### src/rtl/pipeline_pkg.sv
// Shared pipeline definitions: fetch FSM states, reset PC and the commit_info
// bundle layout used by the fetch stage.
package pipeline_pkg;

    typedef enum logic [1:0] {
        FETCH_IDLE = 2'd0,
        FETCH_REQ  = 2'd1,
        FETCH_WAIT = 2'd2,
        FETCH_HOLD = 2'd3
    } fetch_state_e;

    localparam int          COMMIT_W         = 161;
    localparam logic [63:0] RESET_PC_DEFAULT = 64'h0000_0000_8000_0000;

    // commit_info field MSB positions, packed {pc, instr, next_pc, valid}
    localparam int PC_MSB    = 160;
    localparam int INSTR_MSB = 96;
    localparam int NPC_MSB   = 64;
    localparam int VALID_BIT = 0;

    function automatic logic [160:0] pack_commit_info(
        input logic [63:0] pc,
        input logic [31:0] instr,
        input logic [63:0] next_pc,
        input logic        valid
    );
        return {pc, instr, next_pc, valid};
    endfunction

endpackage

### src/rtl/ifu_fetch.sv
// Instruction-fetch stage: owns the fetch PC, keeps one imem read in flight and
// buffers the returned word until decode accepts it; redirects squash everything.
module ifu_fetch #(
    parameter logic [63:0] RESET_PC = pipeline_pkg::RESET_PC_DEFAULT,
    parameter int          COMMIT_W = pipeline_pkg::COMMIT_W
) (
    input  logic                clk,
    input  logic                rst,
    output logic                imem_req_valid,
    output logic [63:0]         imem_req_addr,
    input  logic                imem_req_ready,
    input  logic                imem_resp_valid,
    input  logic [31:0]         imem_resp_data,
    input  logic                redirect_valid,
    input  logic [63:0]         redirect_pc,
    input  logic                regD_allow_in,
    output logic                fetch_o_valid,
    output logic [63:0]         fetch_o_pc,
    output logic [31:0]         fetch_o_instr,
    output logic [COMMIT_W-1:0] fetch_o_commit_info
);
    import pipeline_pkg::*;

    fetch_state_e state_q, state_d;
    logic [63:0]  pc_q, pc_d;
    logic         kill_q, kill_d;
    logic [63:0]  buf_pc_q, buf_pc_d;
    logic [31:0]  buf_instr_q, buf_instr_d;
    logic [63:0]  buf_npc_q, buf_npc_d;
    logic         buf_cv_q, buf_cv_d;
    logic [1:0]   unused_redirect_lsb;

    assign unused_redirect_lsb = redirect_pc[1:0];

    assign imem_req_valid = (state_q == FETCH_REQ);
    assign imem_req_addr  = (state_q == FETCH_REQ) ? pc_q : 64'd0;
    // Redirect must block a transfer in the very cycle it arrives.
    assign fetch_o_valid  = (state_q == FETCH_HOLD) && !redirect_valid;

    assign fetch_o_pc          = buf_pc_q;
    assign fetch_o_instr       = buf_instr_q;
    assign fetch_o_commit_info = pack_commit_info(buf_pc_q, buf_instr_q, buf_npc_q, buf_cv_q);

    always_comb begin
        state_d     = state_q;
        pc_d        = pc_q;
        kill_d      = kill_q;
        buf_pc_d    = buf_pc_q;
        buf_instr_d = buf_instr_q;
        buf_npc_d   = buf_npc_q;
        buf_cv_d    = buf_cv_q;

        case (state_q)
            FETCH_IDLE: state_d = FETCH_REQ;
            FETCH_REQ: begin
                if (imem_req_ready) begin
                    state_d = FETCH_WAIT;
                    // The request just issued targets the old PC; its reply must be dropped.
                    kill_d  = redirect_valid;
                end
            end
            FETCH_WAIT: begin
                if (imem_resp_valid) begin
                    kill_d = 1'b0;
                    if (redirect_valid || kill_q) begin
                        state_d = FETCH_REQ;
                    end else begin
                        buf_pc_d    = pc_q;
                        buf_instr_d = imem_resp_data;
                        buf_npc_d   = pc_q + 64'd4;
                        buf_cv_d    = 1'b1;
                        state_d     = FETCH_HOLD;
                    end
                end else if (redirect_valid) begin
                    kill_d = 1'b1;
                end
            end
            FETCH_HOLD: begin
                if (redirect_valid) begin
                    state_d = FETCH_REQ;
                end else if (fetch_o_valid && regD_allow_in) begin
                    pc_d    = pc_q + 64'd4;
                    state_d = FETCH_REQ;
                end
            end
            default: state_d = FETCH_IDLE;
        endcase

        if (redirect_valid && (state_q != FETCH_IDLE)) begin
            pc_d = {redirect_pc[63:2], 2'b00};
        end
    end

    always_ff @(posedge clk) begin
        if (!rst) begin
            state_q     <= FETCH_IDLE;
            pc_q        <= RESET_PC;
            kill_q      <= 1'b0;
            buf_pc_q    <= 64'd0;
            buf_instr_q <= 32'd0;
            buf_npc_q   <= 64'd0;
            buf_cv_q    <= 1'b0;
        end else begin
            state_q     <= state_d;
            pc_q        <= pc_d;
            kill_q      <= kill_d;
            buf_pc_q    <= buf_pc_d;
            buf_instr_q <= buf_instr_d;
            buf_npc_q   <= buf_npc_d;
            buf_cv_q    <= buf_cv_d;
        end
    end

endmodule

### config.mk
export PLATFORM = sky130hd
export DESIGN_NAME = ifu_fetch
export DESIGN_NICKNAME = d
export VERILOG_FILES = /design/src/rtl/pipeline_pkg.sv /design/src/rtl/ifu_fetch.sv
export SDC_FILE = /design/constraint.sdc
export NUM_CORES = 1
export LEC_CHECK = 0
export ABC_AREA = 1
export CORE_MARGIN = 5
export CORE_UTILIZATION = 49
export CTS_CLUSTER_SIZE = 8
export DETAILED_ROUTE_END_ITERATION = 6
export PLACE_DENSITY = 0.87
export SETUP_SLACK_MARGIN = 0.5
export SYNTH_ARGS = -nofsm -noshare
export SYNTH_HDL_FRONTEND = slang
export SYNTH_SLANG_ARGS = --single-unit
### constraint.sdc
create_clock -name clk -period 4.65 [get_ports clk]
set_clock_uncertainty 0.1 [all_clocks]
set_input_delay 0.93 -clock clk [delete_from_list [all_inputs] [get_ports clk]]
set_output_delay 0.93 -clock clk [all_outputs]
set_load 0.03 [all_outputs]
; ---- Word level (Yosys, flattened, before mapping)
; Cells that the tools add are included.
[word_totals]
reg_bits = 228
in_bits = 102
out_inout_bits = 323
word_cells = 51
[classes]
n_addsub = 1
n_eq_ne = 8
mux = 15
bitwise_logic = 3
n_reduce_logical = 16
[op_table]
columns = operator, n
row1 = $mux W64, 5
row2 = $add A64 B3 Y64 const B, 1
row3 = $reduce_and A3 Y1, 5
row4 = $mux W2, 5
row5 = $pmux W2 S4, 1
row6 = $reduce_bool A2 Y1, 4
row7 = $eq A2 B2 Y1 const B, 2
row8 = $ne A2 B1 Y1 const B, 2
row9 = $logic_and A1 B1 Y1, 3
row10 = $mux W1, 3
row11 = $ne A3 B2 Y1 const B, 1
row12 = $ne A3 B3 Y1 const B, 1
row13 = $not A1 Y1, 3
row14 = $eq A2 B1 Y1 const B, 1
row15 = $logic_not A2 Y1, 1
row16 = $ne A2 B2 Y1 const B, 1
row17 = $pmux W1 S2, 1
row18 = $reduce_or A2 Y1, 1
row19 = $logic_not A1 Y1, 1
row20 = $logic_or A1 B1 Y1, 1

; ---- Longest topological paths before layout
[logic_depth]
ltp_word = 7
mapped_depth = 12
ltp_nobuf = 12

; ---- Worst setup path after synthesis
; No wires, ideal clock.
[synth_timing]
kind = register to output
start = reg state_q[1]
end = out imem_req_addr[13]
t_arrival_ns = 1.602
required_ns = 3.620
slack_ns = 2.018
path_stages_with_launch = 7
n_path_buf = 2
cell_sequence = dfxtp_1 -> inv_1 -> ha_1 -> clkbuf_1 -> buf_1 -> nand2_1 -> inv_1
[synth_via]
elab_chain_len = 2
[synth_lines]
columns = element, line_no
row1 = start: declaration, ifu_fetch.sv:24  ; fetch_state_e state_q, state_d;
row2 = start signal: assignment, ifu_fetch.sv:104  ; state_q <= state_d;
row3 = $eq A2 B1 Y1, n/a
row4 = named net imem_req_valid, ifu_fetch.sv:9  ; output logic imem_req_valid,
row5 = $mux W64, ifu_fetch.sv:36  ; assign imem_req_addr = (state_q == FETCH_REQ) ? pc_q : 64'd0;
row6 = end: declaration, ifu_fetch.sv:10  ; output logic [63:0] imem_req_addr,
; The timed path passes the listed nets, and every way through them passes these cells.

; ---- Worst setup path after layout
[layout_timing]
start = reg state_q[1]
end = out imem_req_addr[37]
[layout_via]
elab_chain_len = 2
[layout_lines]
columns = element, line_no
row1 = $eq A2 B1 Y1, ifu_fetch.sv:36
row2 = $mux W64, ifu_fetch.sv:36
; Every way passes these cells.

==> flow_summary.ini <==
[run_status]
outcome = finished clean

[clocking]
path_clk_slew_ns = 0.05
cts_resized = 0
hold_buffers = 0
clk_path_buf_depth = 3
cts.sinks = 222
cts_tree = yes
cts-buffers-inserted = 31
cts_setup_buffers = 0
cts-root-buf = clkbuf_16
h-tree-depth = 1
clock_latency_ns = 0.56

[setup_path]
r2r_cells = 12
crit_fanout = 39
worstPathRequired_ns = 3.62
cp-start-kind = flip-flop
worstSetupPathType = flip-flop to primary output
cp.arrival_ns = 2.80
end_kind = primary output

[floorplan]
die_height_um = 166
ios = 425
die-area_um2 = 27600
num_rows = 57
core_area_um2 = 24200
start_util = 0.494
die_x_um = 166

[cells_and_area]
layout_common_cells = nand2_1 (512), clkdlybuf4s50_1 (413), dfxtp_1 (222)
area_growth_pct = 36.5
multiInputGateArea_um2 = 5570
fin_util = 0.675
nets = 2186
fill_cells = 2030
seqCellArea_um2 = 4440
drive_above_1_share = 0.0457
final_common_cell = nand2_1
finalInstanceArea_um2 = 16300

[timing]
timing_hold_violations_final = 0
setup_tns_ns = 0
min_period_ns = 3.83
maxSlewViolCount = 0
fmax_mhz = 261
finalSetupViolations = 0
rsz0062_at_grt = false
period_share = 0.825
slew_headroom = 0.226
worstMarginPinSlew_ns = 1.16

[grt]
grt_pass1_vias = 12400
antenna_found_initial = 6
grt_use_total = 0.308
grt.overflow.total = 0
grt_start_max_net_pins = 96
grt_pass1_wl_mm = 69.4

[drt]
drc = 0
drt-wirelength-per-cell_um = 18.9
drt_iter0_drc = 1256
routed_via_density = 5.33
antenna_left = 0
drtPass1Iterations = 6
vias = 12800
wl_mm = 45.5

[pwr]
power_density_nw_per_um2 = 371
p_leak_nw = 6.94
ir_drop_mv = 0.248

[synthesis]
async_reset_ff_frac = 0
synth-edff-count = 0
seq_area_frac_synth = 0.372
synth_ff_type = dfxtp_1
syn_area_um2 = 11900
ys_types = 35
synthCells = 1806
syn_area_per_cell_um2 = 6.62
ys_ff_latch = 222
yosysWarnings = 0

[run]
maxCapViolations = 0

[placement]
place_area_um2 = 15500
place_hpwl_mm = 33.9
port_buffers = 414
gp_congestion = 0.980

[hold_path]
holdPathStages = 1
min_path_type = flip-flop to flip-flop
-- cells by family (layout without fill, tap and decap cells) --
kind of cell,Yosys count,count (layout),synth area share
and+or+nand+nor,742,742,0.256
buffers and inverters,417,682,0.167
AOI/OAI and AO/OA,399,399,0.185
DFF,222,222,0.372
xor gates and xnor gates,19,19,0.0139
adders and majority gates,6,6,0.00628
other,1,13,0.000314
-- cell type report --
cell class	count	share of cell area
Antenna cell	5	0.000767
Clock buffer	32	0.0484
Clock inverter	1	0.000537
Inverter	224	0.0519
Multi-Input combinational cell	1174	0.341
Sequential cell	222	0.272
Tap cell	324	0.0248
Timing Repair Buffer	425	0.260
-- synth_stat cells, drive strengths merged (5+ instances only) --
master	n	area (um^2)
a21o	5	37.5
a21oi	164	821
buf	139	950
clkbuf	54	203
dfxtp	222	4440
ha	6	75.1
inv	224	841
nand2	531	2050
nand3	59	295
nand4	9	56.3
nor2	132	583
o211ai	16	120
o21ai	154	775
o21bai	53	405
xnor2	9	78.8
xor2	10	87.6
-- routing by layer --
metal | vias to the layer above | part of all wire | wire, um | GRT usage
met5 | - | 0.00029 | 13 | 0
met3 | 134 | 0.075 | 3410 | 0.0571
li1 | 6106 | - | - | -
met1 | 5930 | 0.39 | 17500 | 0.359
met4 | 2 | 0.046 | 2080 | 0.124
met2 | 661 | 0.49 | 22500 | 0.556
-- worst paths after layout --
kind                    from           endpoint  slack, ns
setup / recovery  state_q[1]  imem_req_addr[37]       0.82
hold / removal      buf_cv_q           buf_cv_q       0.37
setup reg to reg     pc_q[2]      buf_npc_q[44]       2.14
hold reg to reg     buf_cv_q           buf_cv_q       0.37
-- sequential cells by signal, indices dropped and copies added (netlist names) --
signal and count:
fetch_o_pc 62, pc_q 62, state_q 2, buf_cv_q 1, kill_q 1, buf_npc_q 62
fetch_o_instr 32
-- per-stage QoR --
stage | hold WS, ns | power [mW] | cells | setup WS, ns
global route | 0.400 | 6.30 | 2407 | 0.714
finish | 0.368 | 6.05 | 2407 | 0.816
floorplan | 0.342 | 3.41 | 1813 | 2.02
CTS | 0.371 | 6.03 | 2402 | 0.605
detailed placement | 0.357 | 4.08 | 2369 | 1.22
global placement | 0.350 | 4.04 | 2369 | 1.31
-- critical path, stage by stage (launching register included) --
cell	delay, ns
dfxtp_1	0.33
inv_1	0.15
ha_4	0.40
buf_4	0.46
nand2_1	0.11
inv_1	0.07
clkdlybuf4s50_1	0.68
-- power by group --
part	total [mW]	internal [mW]	switching (mW)	leakage (nW)
Sequential	2.35	2.08	0.270	1.80
Clock	1.97	1.17	0.800	0.394
Combinational	1.73	0.617	1.11	4.75
Total	6.05	3.87	2.18	6.94
Note: power is estimated with default switching activity, not from simulation.
